File: config.mk
export PLATFORM = sky130hd
export DESIGN_NAME = mio_ram16_arbiter
export DESIGN_NICKNAME = d
export VERILOG_FILES = /design/src/rtl/mio_ram16_arbiter.sv
export SDC_FILE = /design/constraint.sdc
export NUM_CORES = 1
export LEC_CHECK = 0
export ABC_AREA = 1
export CAP_MARGIN = 20
export CORE_ASPECT_RATIO = 0.9
export CORE_UTILIZATION = 47
export CTS_CLUSTER_SIZE = 8
export DETAILED_ROUTE_END_ITERATION = 6
export PLACE_DENSITY = 0.92
export SLEW_MARGIN = 20
export SYNTH_ARGS = -nofsm -noshare
export SYNTH_HDL_FRONTEND = slang
export SYNTH_SLANG_ARGS = --single-unit
File: constraint.sdc
create_clock -name clk -period 13.3 [get_ports clk]
set_input_delay 1.995 -clock clk [delete_from_list [all_inputs] [get_ports clk]]
set_output_delay 1.995 -clock clk [all_outputs]
set_load 0.01 [all_outputs]
File: src/rtl/mio_ram16_arbiter.sv
// mio_ram16_arbiter: shares one 16-bit synchronous RAM between the multicycle
// CPU controller and the IO polling engine. Word accesses are split into two
// halfword beats (low then high); halfword accesses use a single beat.
// Optional feature macro: ARB_ROUND_ROBIN_EN (alternate winner on a tie).
module mio_ram16_arbiter #(
    parameter int unsigned RAM_AW  = 12,
    parameter int unsigned RAM_LAT = 1
) (
    input  logic              clk,
    input  logic              reset,
    input  logic              cpu_req,
    input  logic              cpu_we,
    input  logic              cpu_half,
    input  logic [31:0]       cpu_addr,
    input  logic [31:0]       cpu_wdata,
    output logic [31:0]       cpu_rdata,
    output logic              cpu_ready,
    input  logic              io_req,
    input  logic              io_we,
    input  logic              io_half,
    input  logic [31:0]       io_addr,
    input  logic [31:0]       io_wdata,
    output logic [31:0]       io_rdata,
    output logic              io_ready,
    output logic              ram_en,
    output logic              ram_we,
    output logic [RAM_AW-1:0] ram_addr,
    output logic [15:0]       ram_din,
    input  logic [15:0]       ram_dout,
    output logic              busy,
    output logic              grant_io
);

    typedef enum logic [1:0] {
        S_IDLE,
        S_ISSUE,
        S_WAIT,
        S_DONE
    } state_t;

    state_t            r_state;
    state_t            w_next;
    logic              r_we;
    logic              r_half;
    logic              r_beat;
    logic              r_grant_io;
    logic [2:0]        r_lat;
    logic [RAM_AW-1:0] r_ram_addr;
    logic [15:0]       r_ram_din;
    logic [15:0]       r_wdata_hi;
    logic [15:0]       r_lo_buf;
    logic [31:0]       r_cpu_rdata;
    logic [31:0]       r_io_rdata;
`ifdef ARB_ROUND_ROBIN_EN
    logic              r_last_io;
`endif

    logic              w_sel_io;
    logic              w_req_any;
    logic              w_req_we;
    logic              w_req_half;
    logic [31:0]       w_req_addr;
    logic [31:0]       w_req_wdata;
    logic [RAM_AW-1:0] w_first_addr;
    logic              w_last_wait;
    logic              w_more;
    logic              w_grant;
    logic              w_hi_issue;
    logic              w_capture;
    logic              w_unused_addr_bits;

    // Only addr[RAM_AW:1] matters; the remaining address bits are don't-care.
    assign w_unused_addr_bits = ^{cpu_addr, io_addr};

    // Arbitration and selection of the winning requester's fields.
    always_comb begin
        w_req_any = cpu_req | io_req;
`ifdef ARB_ROUND_ROBIN_EN
        w_sel_io  = io_req & (~cpu_req | ~r_last_io);
`else
        w_sel_io  = io_req & ~cpu_req;
`endif
        w_req_we    = w_sel_io ? io_we    : cpu_we;
        w_req_half  = w_sel_io ? io_half  : cpu_half;
        w_req_addr  = w_sel_io ? io_addr  : cpu_addr;
        w_req_wdata = w_sel_io ? io_wdata : cpu_wdata;
        // Word accesses ignore addr[1] and always start at the even halfword.
        w_first_addr = {w_req_addr[RAM_AW:2], w_req_half & w_req_addr[1]};
    end

    // Next-state logic and output decode.
    always_comb begin
        w_next      = r_state;
        w_grant     = 1'b0;
        w_hi_issue  = 1'b0;
        w_capture   = 1'b0;
        w_last_wait = (r_lat == 3'(RAM_LAT - 1));
        w_more      = ~r_half & ~r_beat;
        case (r_state)
            S_IDLE: begin
                if (w_req_any) begin
                    w_grant = 1'b1;
                    w_next  = S_ISSUE;
                end
            end
            S_ISSUE: begin
                if (r_we) begin
                    w_hi_issue = w_more;
                    w_next     = w_more ? S_ISSUE : S_DONE;
                end else begin
                    w_next = S_WAIT;
                end
            end
            S_WAIT: begin
                if (w_last_wait) begin
                    w_capture  = 1'b1;
                    w_hi_issue = w_more;
                    w_next     = w_more ? S_ISSUE : S_DONE;
                end
            end
            S_DONE: begin
                w_next = S_IDLE;
            end
            default: begin
                w_next = S_IDLE;
            end
        endcase
        ram_en    = (r_state == S_ISSUE);
        ram_we    = (r_state == S_ISSUE) & r_we;
        cpu_ready = (r_state == S_DONE) & ~r_grant_io;
        io_ready  = (r_state == S_DONE) & r_grant_io;
        busy      = (r_state != S_IDLE);
    end

    // State register plus transfer context, beat/latency counters and read data.
    always_ff @(posedge clk or posedge reset) begin
        if (reset) begin
            r_state     <= S_IDLE;
            r_we        <= 1'b0;
            r_half      <= 1'b0;
            r_beat      <= 1'b0;
            r_grant_io  <= 1'b0;
            r_lat       <= '0;
            r_ram_addr  <= '0;
            r_ram_din   <= '0;
            r_wdata_hi  <= '0;
            r_lo_buf    <= '0;
            r_cpu_rdata <= '0;
            r_io_rdata  <= '0;
`ifdef ARB_ROUND_ROBIN_EN
            r_last_io   <= 1'b1;
`endif
        end else begin
            r_state <= w_next;
            if (w_grant) begin
                r_grant_io <= w_sel_io;
                r_we       <= w_req_we;
                r_half     <= w_req_half;
                r_beat     <= 1'b0;
                r_ram_addr <= w_first_addr;
                r_ram_din  <= w_req_wdata[15:0];
                r_wdata_hi <= w_req_wdata[31:16];
`ifdef ARB_ROUND_ROBIN_EN
                r_last_io  <= w_sel_io;
`endif
            end
            if (w_hi_issue) begin
                r_beat     <= 1'b1;
                r_ram_addr <= {r_ram_addr[RAM_AW-1:1], 1'b1};
                r_ram_din  <= r_wdata_hi;
            end
            if (r_state == S_ISSUE) begin
                r_lat <= '0;
            end else if ((r_state == S_WAIT) && !w_last_wait) begin
                r_lat <= r_lat + 3'd1;
            end
            // Low beat of a word read is staged so rdata changes only once,
            // when the whole word is available.
            if (w_capture) begin
                if (r_half || r_beat) begin
                    if (r_grant_io) begin
                        r_io_rdata <= r_half ? {16'h0000, ram_dout} : {ram_dout, r_lo_buf};
                    end else begin
                        r_cpu_rdata <= r_half ? {16'h0000, ram_dout} : {ram_dout, r_lo_buf};
                    end
                end else begin
                    r_lo_buf <= ram_dout;
                end
            end
        end
    end

    assign ram_addr  = r_ram_addr;
    assign ram_din   = r_ram_din;
    assign cpu_rdata = r_cpu_rdata;
    assign io_rdata  = r_io_rdata;
    assign grant_io  = r_grant_io;

endmodule

# == Word level (Yosys, flattened, before mapping) ==
# Cells that the tools add are included.
# W data, S select, Z words.
# classes
eq_ne,5
bitwise_logic,13
mux,25
reduce_logical,13
add_sub_neg,1
# op_table
op,count
$mux W32,2
$mux W16,2
$mux W13,1
$mux W1,12
$mux W2,4
$pmux W2 S4,1
$and A1 B1 Y1,6
$mux W3,2
$not A1 Y1,6
$reduce_and A2 Y1,3
$reduce_and A3 Y1,2
$reduce_bool A2 Y1,3
$eq A2 B2 Y1 const B,2
$ne A2 B2 Y1 const B,2
$add A3 B1 Y3 const B,1
$logic_not A3 Y1,1
$eq A2 B1 Y1 const B,1
$logic_not A2 Y1,1
$pmux W1 S2,1
$logic_and A1 B1 Y1,1
$logic_not A1 Y1,1
$logic_or A1 B1 Y1,1
$or A1 B1 Y1,1
# totals
elab_cells,70
reg_bits,133
output_inout_bits,98
in_bits,152

# == Longest topological paths before layout ==
# logic_depth
word_depth,6
ltp_mapped,9
mapped_depth_nobuf,8

# == Worst setup path before layout ==
# No wires, ideal clock.
# synth_path
path_kind,in2reg
from,input io_req
to,"register r_ram_addr[0], in the netlist ram_addr[0]"
path_slack_ps,10315
required_time_ps,13162
setup_time_ps,138
path_buffers,2
arrival_ps,2848
cell_stages,8
cell_sequence,inv_1 -> nand2_1 -> nand2_1 -> inv_1 -> buf_4 -> buf_2 -> nand3_1 -> nand3_1
# synth_between
elab_chain_len,5
word_cells_on_any_way,10
classes_between,mux: 6; bitwise: 3; reduce/logical: 1
# synth_lines
element,line,source
from (decl),18,"input logic io_req,"
$and A1 B1 Y1,81,w_sel_io = io_req & ~cpu_req;
$mux W1 or $mux W13 (tied branches),"84, 85",
$and A1 B1 Y1,88,"w_first_addr = {w_req_addr[RAM_AW:2], w_req_half & w_req_addr[1]};"
$mux W1,155,if (w_grant) begin
$mux W1,167,if (w_hi_issue) begin
to (signal assigned),160,r_ram_addr <= w_first_addr;
to (signal assigned),169,"r_ram_addr <= {r_ram_addr[RAM_AW-1:1], 1'b1};"
to (decl),48,logic [RAM_AW-1:0] r_ram_addr;
# Several ways; a longest one is shown, not always the timed one. The select of a mux whose other input is x is not followed.
# A chain may end at the register's enable or synchronous reset.

# == Final worst setup path ==
# layout_path
from,register r_state[1]
to,output ram_we
# layout_between
elab_chain_len,2
# layout_lines
element,line,source
from (decl),41,state_t r_state;
from (signal assigned),154,r_state <= w_next;
$eq A2 B1 Y1,129,ram_we = (r_state == S_ISSUE) & r_we;
$and A1 B1 Y1,129,
to (decl),26,"output logic ram_we,"
# No other way between the ends.

==> results.tsv <==
metric	value	unit
cts_tree	done	
crit_path_end_kind	output port	
initial_core_util	0.487	
relSlewSlack	0.286	
grt_overflow	0	
power_density	235	mW/mm2
wl_met3	1.53	mm
clock_sinks	133	
r2r-end	ram_addr[8]	
antenna_found_initial	0	
fill_cells	953	
netlist_area	0.00622	mm2
layout_setup_ws	9460	ps
ir_drop	0.107	mV
final_area	0.00898	mm2
die_w	123	um
nNetsFinal	1138	
yosysTopAreaCellShare	0.535	
cpPeakStageDelay	520	ps
ant_nets	0	
worstPathCellList	inv_1, ha_1, nand2_1, inv_1, clkdlybuf4s50_1	
top_layer_used	met4	
status	finished with violations	
synth_cells	794	
ys_ff_latch	133	
tightest_slew	1070	ps
path_clk_slew	60	ps
dieHeight	111	um
setup_violations	0	
grt_setup_unrepaired	no	
yosys_warnings	0	
drt_wl_total	17.6	mm
drv_cap	0	
cts_resized	0	
clock_latency	410	ps
track_usage	0.269	
synth_nets	952	
dp_slack	9150	ps
syn_to_final_growth	44.2	%
viasPerCell	5.33	
worst-path-max-fanout	4	
post-route-min-period	3840	ps
dr_total_vias	6163	
cp-start-kind	flip-flop	
grt_pass1_vias	5958	
dpl_cell_area	0.00838	mm2
synth_area_leaders	dfrtp_1 (53%), nand2_1 (16%), o21ai_0 (8.1%), nand3_1 (5.1%), inv_1 (4.1%)	
postCtsSetupBuffers	0	
hold_buffers	0	
grt_pass1_wl	28.7	mm
htree_levels	4	
crit_family	buffers and inverters	
synth_cell_types	21	
clock_skew	14.4	ps
violations	design-rule violations	
required	11310	ps
setup_tns	0	ps
ys_seq_area_frac	0.535	
final_util	0.702	
r2r_slack	10010	ps
die-area	0.0137	mm2
clockRootBuffer	clkbuf_16	
cp_num_buf_inv	3	
path_class	reg -> out	
dp_hpwl	12.0	mm
hold_viol	0	
core_area	0.0128	mm2
holdPathEnd	ram_addr[11]	
rr_startpoint	r_state[0]	
gp_congestion	0.837	
wire_per_inst	15.2	um
fin_crit_sh	0.288	
syn_avg_cell_area	7.84	um2
drc	1	
antenna_cells	0	
holdCritStartpoint	ram_addr[11]	
dr_wl_met2	8.74	mm
worstPathArrival	1840	ps
clock.fmax	261	MHz
cp_common_cell	inv_1	
maxSlewViolCount	0	
drt-met1-wl	6.81	mm
hold_path_depth	2	
io_pins	250	
p_leak	4.15	nW
first_iter_violations	417	
min_path_type	reg -> reg	
drive_gt1_frac	0.0463	
clockBufferDepth	2	
row_count	39	
final_common_cell	nand2_1	
worst-r2r-cell-count	8	
grt_max_degree	82	
slowest_stage	clkdlybuf4s50_1	
final_cell_mix	nand2_1 (272), clkdlybuf4s50_1 (209), dfrtp_1 (133), o21ai_0 (101), inv_1 (67)	
dr.pass1.iters	7	
yosys.area.top_type	dfrtp_1	
io_buffer_count	209	
numCtsBuffers	17	
where the power goes:
| part | internal, W | total [W] | switching [W] |
|---|---|---|---|
| Clock | 0.000290 | 0.000473 | 0.000183 |
| Sequential | 0.000605 | 0.000734 | 0.000129 |
| Combinational | 0.000421 | 0.000906 | 0.000484 |
stage by stage:
| step | hold WS, ps | power [W] | std cells |
|---|---|---|---|
| after floorplan | 453 | 0.00118 | 794 |
| after global routing | 488 | 0.00225 | 1157 |
| after detailed placement | 461 | 0.00164 | 1125 |
| after global placement | 455 | 0.00160 | 1125 |
| after CTS | 476 | 0.00212 | 1157 |
| final | 473 | 0.00211 | 1157 |
worst max path at each step:
stage / start / to / slack (ps) / cells after the start
finish: r_state[1] / ram_we / 9460 / 5
global route: cpu_req / ram_addr[4] / 9380 / 9
CTS: r_state[1] / ram_we / 9430 / 5
detailed placement: cpu_req / ram_addr[8] / 9150 / 9
global placement: cpu_req / ram_addr[9] / 9180 / 9
floorplan: reset / cpu_rdata[0] / 7750 / 1
area by class of cell:
cell class	count	area, um2	area share
sequential	133	3330	0.371
multi-input combinational	544	2440	0.272
clock buffer	20	457	0.0509
tap	164	205	0.0229
inverter	68	260	0.0290
clock inverter	12	143	0.0159
timing repair buffer	216	2140	0.239
per-layer routing:
metal  up-vias  global-route usage
met3        39              0.0602
met1      2877               0.332
met2       327               0.443
met5         -                   0
met4         0               0.127
li1       2920                   -
kinds of logic (layout without fill, tap and decap cells):
| logic type | count (synthesis) | in the layout | synth area share |
|---|---|---|---|
| DFF | 133 | 133 | 0.535 |
| buffers and inverters | 117 | 316 | 0.0748 |
| and+or+nand+nor | 397 | 397 | 0.265 |
| AOI/OAI and AO/OA | 141 | 141 | 0.114 |
| adders and majority gates | 6 | 6 | 0.0121 |
synth_stat cells:
cell,count
a21oi_1,35
buf_1,3
buf_2,16
buf_4,1
clkbuf_1,27
clkbuf_2,2
dfrtp_1,133
ha_1,6
inv_1,68
nand2_1,272
nand3_1,64
nand3_2,1
nand4_1,17
nor2_1,37
nor2_2,2
nor2_4,1
nor3_1,2
nor3_4,1
o21ai_0,101
o21ai_1,4
o21ai_2,1
sequential cells by signal, summed over array words and instances (netlist names):
| register | flops |
|---|---|
| cpu_rdata | 32 |
| grant_io | 1 |
| io_rdata | 32 |
| r_beat | 1 |
| r_half | 1 |
| r_lat | 3 |
| r_lo_buf | 16 |
| r_state | 2 |
| r_wdata_hi | 16 |
| r_we | 1 |
| ram_addr | 12 |
| ram_din | 16 |
worst reg2reg max path, delay by kind of cell, from the launching register on:
family / cells / cell delay (ps)
fa+ha+maj: 1 / 270
simple gates: 6 / 2410
flops: 1 / 400
buf+inv: 1 / 130
No activity file was read; power rests on OpenSTA's default activity.
